File: src/rtl/shift_pkg.sv
// Shared encodings for the sequential shifter: op codes, FSM states, STEP legality.
// Rotate support is enabled with the SHIFT_ROTATE_EN macro (see shift_step).
package shift_pkg;

    typedef enum logic [1:0] {
        OP_SRL = 2'b00,
        OP_SRA = 2'b01,
        OP_SLL = 2'b10,
        OP_ROR = 2'b11
    } op_e;

    typedef enum logic [1:0] {
        IDLE  = 2'b00,
        SHIFT = 2'b01,
        DONE  = 2'b10
    } state_e;

    localparam int MAX_STEP = 8;

    function automatic bit step_is_legal(input int s);
        return (s == 1) || (s == 2) || (s == 4) || (s == 8);
    endfunction

endpackage

File: src/rtl/shift_step.sv
// Combinational single-iteration shifter: moves acc by k (0..STEP) bits per op.
// Macro SHIFT_ROTATE_EN: when defined, op 11 rotates right; otherwise it behaves as SRL.
module shift_step
    import shift_pkg::*;
#(
    parameter int WIDTH = 32,
    parameter int STEP  = 1,
    parameter int KW    = $clog2(STEP + 1)
) (
    input  logic [WIDTH-1:0] acc,
    input  logic [1:0]       op,
    input  logic [KW-1:0]    k,
    output logic [WIDTH-1:0] acc_next
);

`ifdef SHIFT_ROTATE_EN
    logic [2*WIDTH-1:0] rot;
    assign rot = {acc, acc} >> k;
`endif

    always_comb begin
        acc_next = acc >> k;
        case (op)
            OP_SRL: acc_next = acc >> k;
            // Arithmetic shift replicates the current MSB, so sign survives every iteration.
            OP_SRA: acc_next = $signed(acc) >>> k;
            OP_SLL: acc_next = acc << k;
`ifdef SHIFT_ROTATE_EN
            OP_ROR: acc_next = rot[WIDTH-1:0];
`endif
            default: acc_next = acc >> k;
        endcase
    end

endmodule

File: src/rtl/seq_shift_unit.sv
// Multi-cycle shifter: FSM, remaining-amount counter and result register around shift_step.
// Macro SHIFT_ROTATE_EN enables op 11 as rotate right (handled inside shift_step).
module seq_shift_unit
    import shift_pkg::*;
#(
    parameter int WIDTH = 32,
    parameter int STEP  = 1
) (
    input  logic                     clk,
    input  logic                     rst_n,
    input  logic                     start,
    input  logic [1:0]               op,
    input  logic [WIDTH-1:0]         data_in,
    input  logic [$clog2(WIDTH)-1:0] shamt,
    output logic                     busy,
    output logic                     done,
    output logic [WIDTH-1:0]         result
);

    localparam int SHW = $clog2(WIDTH);
    localparam int KW  = $clog2(STEP + 1);

    if (!step_is_legal(STEP) || ((WIDTH & (WIDTH - 1)) != 0)) begin : g_bad_param
        $error("seq_shift_unit: STEP must be 1,2,4,8 and WIDTH a power of two");
    end

    state_e           state_q, state_d;
    logic [WIDTH-1:0] acc, acc_step;
    logic [SHW-1:0]   rem, rem_next;
    logic [1:0]       op_q;
    logic [KW-1:0]    k;
    logic             accept;

    // Start is only honoured in IDLE or DONE; mid-shift requests are dropped.
    assign accept = start && ((state_q == IDLE) || (state_q == DONE));
    assign busy   = (state_q == SHIFT);
    assign done   = (state_q == DONE);

    always_comb begin
        k = KW'(STEP);
        if (int'(rem) < STEP) k = KW'(rem);
    end

    assign rem_next = rem - SHW'(k);

    shift_step #(
        .WIDTH (WIDTH),
        .STEP  (STEP),
        .KW    (KW)
    ) u_step (
        .acc      (acc),
        .op       (op_q),
        .k        (k),
        .acc_next (acc_step)
    );

    always_comb begin
        state_d = state_q;
        case (state_q)
            IDLE, DONE: begin
                if (start) state_d = (shamt == '0) ? DONE : SHIFT;
                else       state_d = IDLE;
            end
            SHIFT: begin
                if (rem_next == '0) state_d = DONE;
            end
            default: state_d = IDLE;
        endcase
    end

    always_ff @(posedge clk or negedge rst_n) begin
        if (!rst_n) begin
            state_q <= IDLE;
            acc     <= '0;
            rem     <= '0;
            op_q    <= '0;
            result  <= '0;
        end else begin
            state_q <= state_d;
            if (accept) begin
                acc  <= data_in;
                rem  <= shamt;
                op_q <= op;
                // A zero-amount request enters DONE directly, so the operand is the result.
                if (shamt == '0) result <= data_in;
            end else if (state_q == SHIFT) begin
                acc <= acc_step;
                rem <= rem_next;
                if (rem_next == '0) result <= acc_step;
            end
        end
    end

endmodule
File: config.mk
export PLATFORM = sky130hd
export DESIGN_NAME = seq_shift_unit
export DESIGN_NICKNAME = d
export VERILOG_FILES = /design/src/rtl/shift_pkg.sv /design/src/rtl/shift_step.sv /design/src/rtl/seq_shift_unit.sv
export SDC_FILE = /design/constraint.sdc
export NUM_CORES = 1
export LEC_CHECK = 0
export BUFFER_PORTS_ARGS = -buffer_cell sky130_fd_sc_hd__clkbuf_2
export CAP_MARGIN = 15
export CORE_UTILIZATION = 25
export CTS_BUF_LIST = sky130_fd_sc_hd__clkbuf_4
export DETAILED_ROUTE_END_ITERATION = 10
export SLEW_MARGIN = 15
export SYNTH_ARGS = -nofsm -noshare
export SYNTH_HDL_FRONTEND = slang
export SYNTH_SLANG_ARGS = --single-unit
File: constraint.sdc
create_clock -name clk -period 8.1 [get_ports clk]
set_input_delay 0.81 -clock clk [delete_from_list [all_inputs] [get_ports clk]]
set_output_delay 0.81 -clock clk [all_outputs]
set_load 0.005 [all_outputs]
Yosys cells after proc, flatten, opt, wreduce, memory -nomap -nowiden

Cells that the tools add are included.

Memory bits (read-only): 0
Bits in writable memories: 0
Input bits: 42
Word-level logic and storage cells: 39
Bits in latches: 0
Memories kept: 0
Bits in registers: 73
Output and inout port bits: 34

Muxes and demuxes: 14
Order comparisons: 1
$mul: 0
Reductions and logical operators: 9
Bitwise gates (word level): 0
Add/sub/neg operators: 1
Div/mod/pow operators: 0
Equality and inequality tests: 6
Shift-type cells: 3

Operators by type and width:

| operator                                                                      | number |
|---|---|
| 32-bit 2-to-1 mux                                                             | 6 |
| 32-bit one-hot mux with 2 select lines                                        | 1 |
| 32-bit by 1-bit left shift with 32-bit output                                 | 1 |
| 32-bit by 1-bit right shift with 32-bit output                                | 1 |
| 32-bit by 1-bit >>> shifter with 32-bit output                                | 1 |
| 5-bit logical NOT                                                             | 2 |
| 5-bit 2-to-1 mux                                                              | 2 |
| 2-bit 2-to-1 mux                                                              | 3 |
| 5-bit by 1-bit less-than comparator with 1-bit output (second input constant) | 1 |
| 5-bit by 1-bit subtractor with 5-bit output                                   | 1 |
| 2-bit by 1-bit equality test with 1-bit output (second input constant)        | 2 |
| 2-bit equality test (second input constant)                                   | 2 |
| 2-bit by 1-bit != test with 1-bit output (second input constant)              | 2 |
| 2-bit one-hot mux with 2 select lines                                         | 1 |
| 2-bit nonzero test                                                            | 2 |
| 3-bit AND reduction                                                           | 1 |
| 2-bit logical NOT                                                             | 1 |
| 2-bit OR reduction                                                            | 1 |
| 1-bit logical AND                                                             | 1 |
| 1-bit logical OR                                                              | 1 |
| 1-bit 2-to-1 mux                                                              | 1 |

Logic depth before layout (Yosys ltp)

Depth in word-level cells: 7
Mapped depth: 10

Modules after synthesis

From an unflattened synthesis, not the netlist that was laid out.

Cell total of the unflattened synthesis: 419
Area total of the unflattened synthesis: 4083.9 um2

Modules (own cells, without submodules):

| module         | times used | area each (um2) | cells each |
|---|---|---|---|
| seq_shift_unit | 1          | 3413.3          | 332 |
| shift_step     | 1          | 670.6           | 87 |

Worst setup path after synthesis

Ideal clock, no wire load.

Kind: register to register
From: register rem[3]
To: register result[0]
Setup time: 125 ps
Required time: 7975 ps
Stages on the path, launching flop included: 10
Arrival: 2814 ps
Period minus slack after synthesis: 2939 ps
Setup slack: 5161 ps
Path buffers: 2
Cells stage by stage: dfrtp_1 -> nor4_1 -> nor2_1 -> ha_1 -> or4bb_2 -> o22ai_2 -> a21o_1 -> buf_6 -> buf_12 -> mux2_2

Cells in the longest elaborated chain, start to end: 7
Elaborated cells on any way between the ends: 13

Ends and longest elaborated chain:

| element                                                                                       | RTL line             | source |
|---|---|---|
| from (decl)                                                                                   | seq_shift_unit.sv:29 | `logic [SHW-1:0] rem, rem_next;` |
| from (signal assigned)                                                                        | seq_shift_unit.sv:82 | `rem <= shamt;` |
| from (signal assigned)                                                                        | seq_shift_unit.sv:88 | `rem <= rem_next;` |
| branches (longest 7 deep; another with 5-bit by 1-bit less-than comparator with 1-bit output) | --                   |  |
| to (signal assigned)                                                                          | seq_shift_unit.sv:85 | `if (shamt == '0) result <= data_in;` |
| to (signal assigned)                                                                          | seq_shift_unit.sv:89 | `if (rem_next == '0) result <= acc_step;` |
| to (decl)                                                                                     | seq_shift_unit.sv:17 | `output logic [WIDTH-1:0] result` |

Parallel ways; which one is timed is not known. The select of a mux whose other input is x is not followed.
A chain may end at the register's enable or synchronous reset.

Worst setup path after layout

From: register rem[0]
To: register result[17]

The elaborated chain is that of the path after synthesis.

==> summary.txt <==
Run status
  – Status: finished, final reports clean

Timing
  – Hold_ws: 0.482 ns
  – Final hold violation count: 0
  – FMAX: 0.290 GHz
  – Final setup fails: 0
  – Final TNS setup: 0 ns
  – Slew Limit Fails: 0
  – Fin Clk Skew: 0.0132 ns
  – Slew margin rel.: 0.321
  – Unrepaired setup endpoints after global routing: no
  – Least-Margin Pin Slew: 1.02 ns
  – Minimum clock period: 3.44 ns
  – Final period util: 0.425

Place
  – PortBufs: 75
  – Final Wtd Congestion: 0.864
  – Placed Cells incl. Taps: 629
  – Dpl hpwl: 7660 um
  – Placement Cell Area: 0.00487 mm2

Hold path
  – Hold Path Class: input pin to async pin

Die
  – Die area: 0.0184 mm2
  – Initial Util: 0.257
  – IO Count: 76
  – Die height: 136 um
  – Site Rows: 48
  – Die span in x: 136 um
  – Core area: 0.0174 mm2

Clock network
  – Quantity of gates resized following cts: 0
  – CTS hold repair buffers: 0
  – Longest Clk Path Bufs: 2
  – CTS H-tree lvls: 3
  – CTS tree: done
  – Num CTS Buffers: 9
  – Root Buffer Master: clkbuf_4
  – Reg clk slew, reported paths: 0.10 ns
  – Clk sink count: 73
  – Skew-Pair Late Insertion Delay: 0.44 ns
  – Post-CTS Setup Inserts: 0

Global routing
  – Vias in the first global route: 3,443
  – All-Layer GR Usage: 0.133
  – Largest net degree at the start of global routing: 75
  – Initial antenna violation count: 1
  – Total grt overflow: 0
  – First-pass GRT wire length: 18,600 um

Synthesis
  – Post-synthesis cell type count: 44
  – Compound-Gate Fraction of Synth Area: 0.242
  – Sequential element share of the synthesized area: 0.410
  – Synth warn: 0
  – Largest family of logic cells by synthesized area: compound AO/OA/AOI/OAI gates
  – Seq cells post-synth: 73
  – Most common flop cell mapped by yosys: dfrtp_1
  – Mux cell area share after synthesis: 0.166
  – Post-Synth XOR/XNOR Area: 0.00197
  – Post-synth EDFFs: 0
  – Post-synth net total: 411
  – Post-synthesis cell area: 0.00446 mm2
  – Syn_area_per_cell: 12.2 um2
  – Post-synthesis cell count: 366
  – Synth Area in Simple Gates: 0.102
  – Post-Synth Adder-Cell Area: 0.00842
  – Async S/R FF share, synth: 1.00

Worst setup path
  – WS Path Type: flop to flop
  – CP Max Fanout: 39
  – R2r worst-path depth: 7
  – Critical path data required time: 8.43 ns
  – Critical path capture point type: flop
  – Slowest CP cell: dfrtp_2
  – Crit path buffers/inverters: 1
  – Critical Path AT: 3.77 ns
  – Crit. path cell count: 7
  – Startpoint Class: flop
  – Crit-path max cell delay: 1.05 ns
  – Worst path cell trace: nor2_1 -> ha_1 -> or4bb_2 -> o22ai_2 -> a21o_1 -> buf_4 -> mux2_2
  – Cell family with most CP delay: flip-flops

Route
  – DRC viols: 0
  – Vias: 3,344
  – Drt pass-1 iters: 4
  – DRT Wirelength: 11,600 um
  – Drt via density: 5.18
  – Final ANT Viol Nets: 0
  – Routed wire length per instance: 18.0 um
  – Initial drt markers: 293

Cells and area
  – Share of layout cells above drive strength 1: 0.529
  – Non-Filler Instances: 646
  – Fin nets: 461
  – Fillers: 1,792
  – Area grow syn2layout: 11.9%
  – Final Cell Area: 0.00499 mm2
  – Most common cell after layout, fill and taps aside: clkbuf_2
  – Most frequent cells in the layout: 74 x clkbuf_2, 72 x dfrtp_1, 51 x mux2_2

Power and ir drop
  – Total power: 2210 uW
  – Worst VDD drop: 0.154 mV
  – PD cells: 442 mW/mm2
  – Leakage: 0.00216 uW

Job
  – Number of max-cap violations: 0
## logic make-up (layout without fill, tap and decap cells)
| group | count (synthesis) | after routing |
|---|---|---|
| adders and majority gates | 3 | 3 |
| buffers and inverters | 47 | 101 |
| xor gates and xnor gates | 1 | 1 |
| and+or+nand+nor | 65 | 65 |
| other | 0 | 1 |
| DFF | 73 | 73 |
| muxes | 62 | 62 |
| AOI/OAI and AO/OA | 115 | 115 |
## sequential cells by signal (all words and copies together) (netlist names)
signal and flops:
result 32, state_q 2, op_q 2, acc 32, rem 5
## routing by layer
metal / share of wire / wire, um / vias up / track usage
met1: 0.41 / 4810 / 1680 / 0.156
met3: 0.072 / 840 / 16 / 0.0397
met2: 0.49 / 5730 / 102 / 0.219
li1: - / - / 1546 / -
met5: 0 / 0 / - / 0
met4: 0.020 / 229 / 0 / 0.0668
## final timing paths
check / from / to / slack (ns)
worst min register to register: result[1]$_DFFE_PN0P_ / result[1]$_DFFE_PN0P_ / 0.52
min in group clk: result[1]$_DFFE_PN0P_ / result[1]$_DFFE_PN0P_ / 0.52
worst max-delay path: rem[0]$_DFFE_PN0P_ / result[17]$_DFFE_PN0P_ / 4.66
worst min-delay path: rst_n / state_q[0]$_DFFE_PN0P_ / 0.48
max in group asynchronous: rst_n / rem[0]$_DFFE_PN0P_ / 6.93
worst max register to register: rem[0]$_DFFE_PN0P_ / result[17]$_DFFE_PN0P_ / 4.66
## power by group
group | total [uW] | switching [uW] | internal, uW
clock network | 193 | 127 | 66.3
logic | 1240 | 611 | 624
registers | 778 | 224 | 554
total | 2210 | 962 | 1240
## synthesized netlist by cell type (2+ instances only)
master         instances  share of area
buf_6                  7          0.018
or3b_2                30          0.059
inv_1                  6         0.0051
buf_12                 3          0.013
buf_2                  7         0.0079
a221o_1                3         0.0067
or4_1                  3         0.0051
a221oi_1              30          0.059
nor3_1                 3         0.0034
mux2_4                11          0.037
nand2_1               10         0.0084
clkbuf_1              16          0.013
buf_1                  2         0.0017
nor4_1                 3         0.0042
ha_1                   3         0.0084
mux2_2                51           0.13
o211ai_1               2         0.0034
a21oi_1               30          0.034
nor2b_1                3         0.0042
o41ai_2               29           0.11
nor2_1                 4         0.0034
dfrtp_1               73           0.41
dlygate4sd1_1          4         0.0079
o21ai_0                9          0.010
nand2b_1               5         0.0070
## per-stage QoR
step / utilization / worst slack, ns
after floorplan: - / 5.16
after global placement: 0.280 / 4.73
after detailed placement: 0.280 / 4.64
after CTS: 0.286 / 4.64
after global routing: 0.287 / 4.51
final: 0.287 / 4.66
## layout make-up
type,count,area (um2),area share
Antenna cell,1,2.50,0.000502
Timing Repair Buffer,80,415,0.0833
Clock buffer,11,82.6,0.0166
Clock inverter,4,21.3,0.00426
Sequential cell,73,1830,0.367
Multi-Input combinational cell,246,2330,0.468
Inverter,6,22.5,0.00452
Tap cell,225,282,0.0564
(Power assumes the default switching activity.)
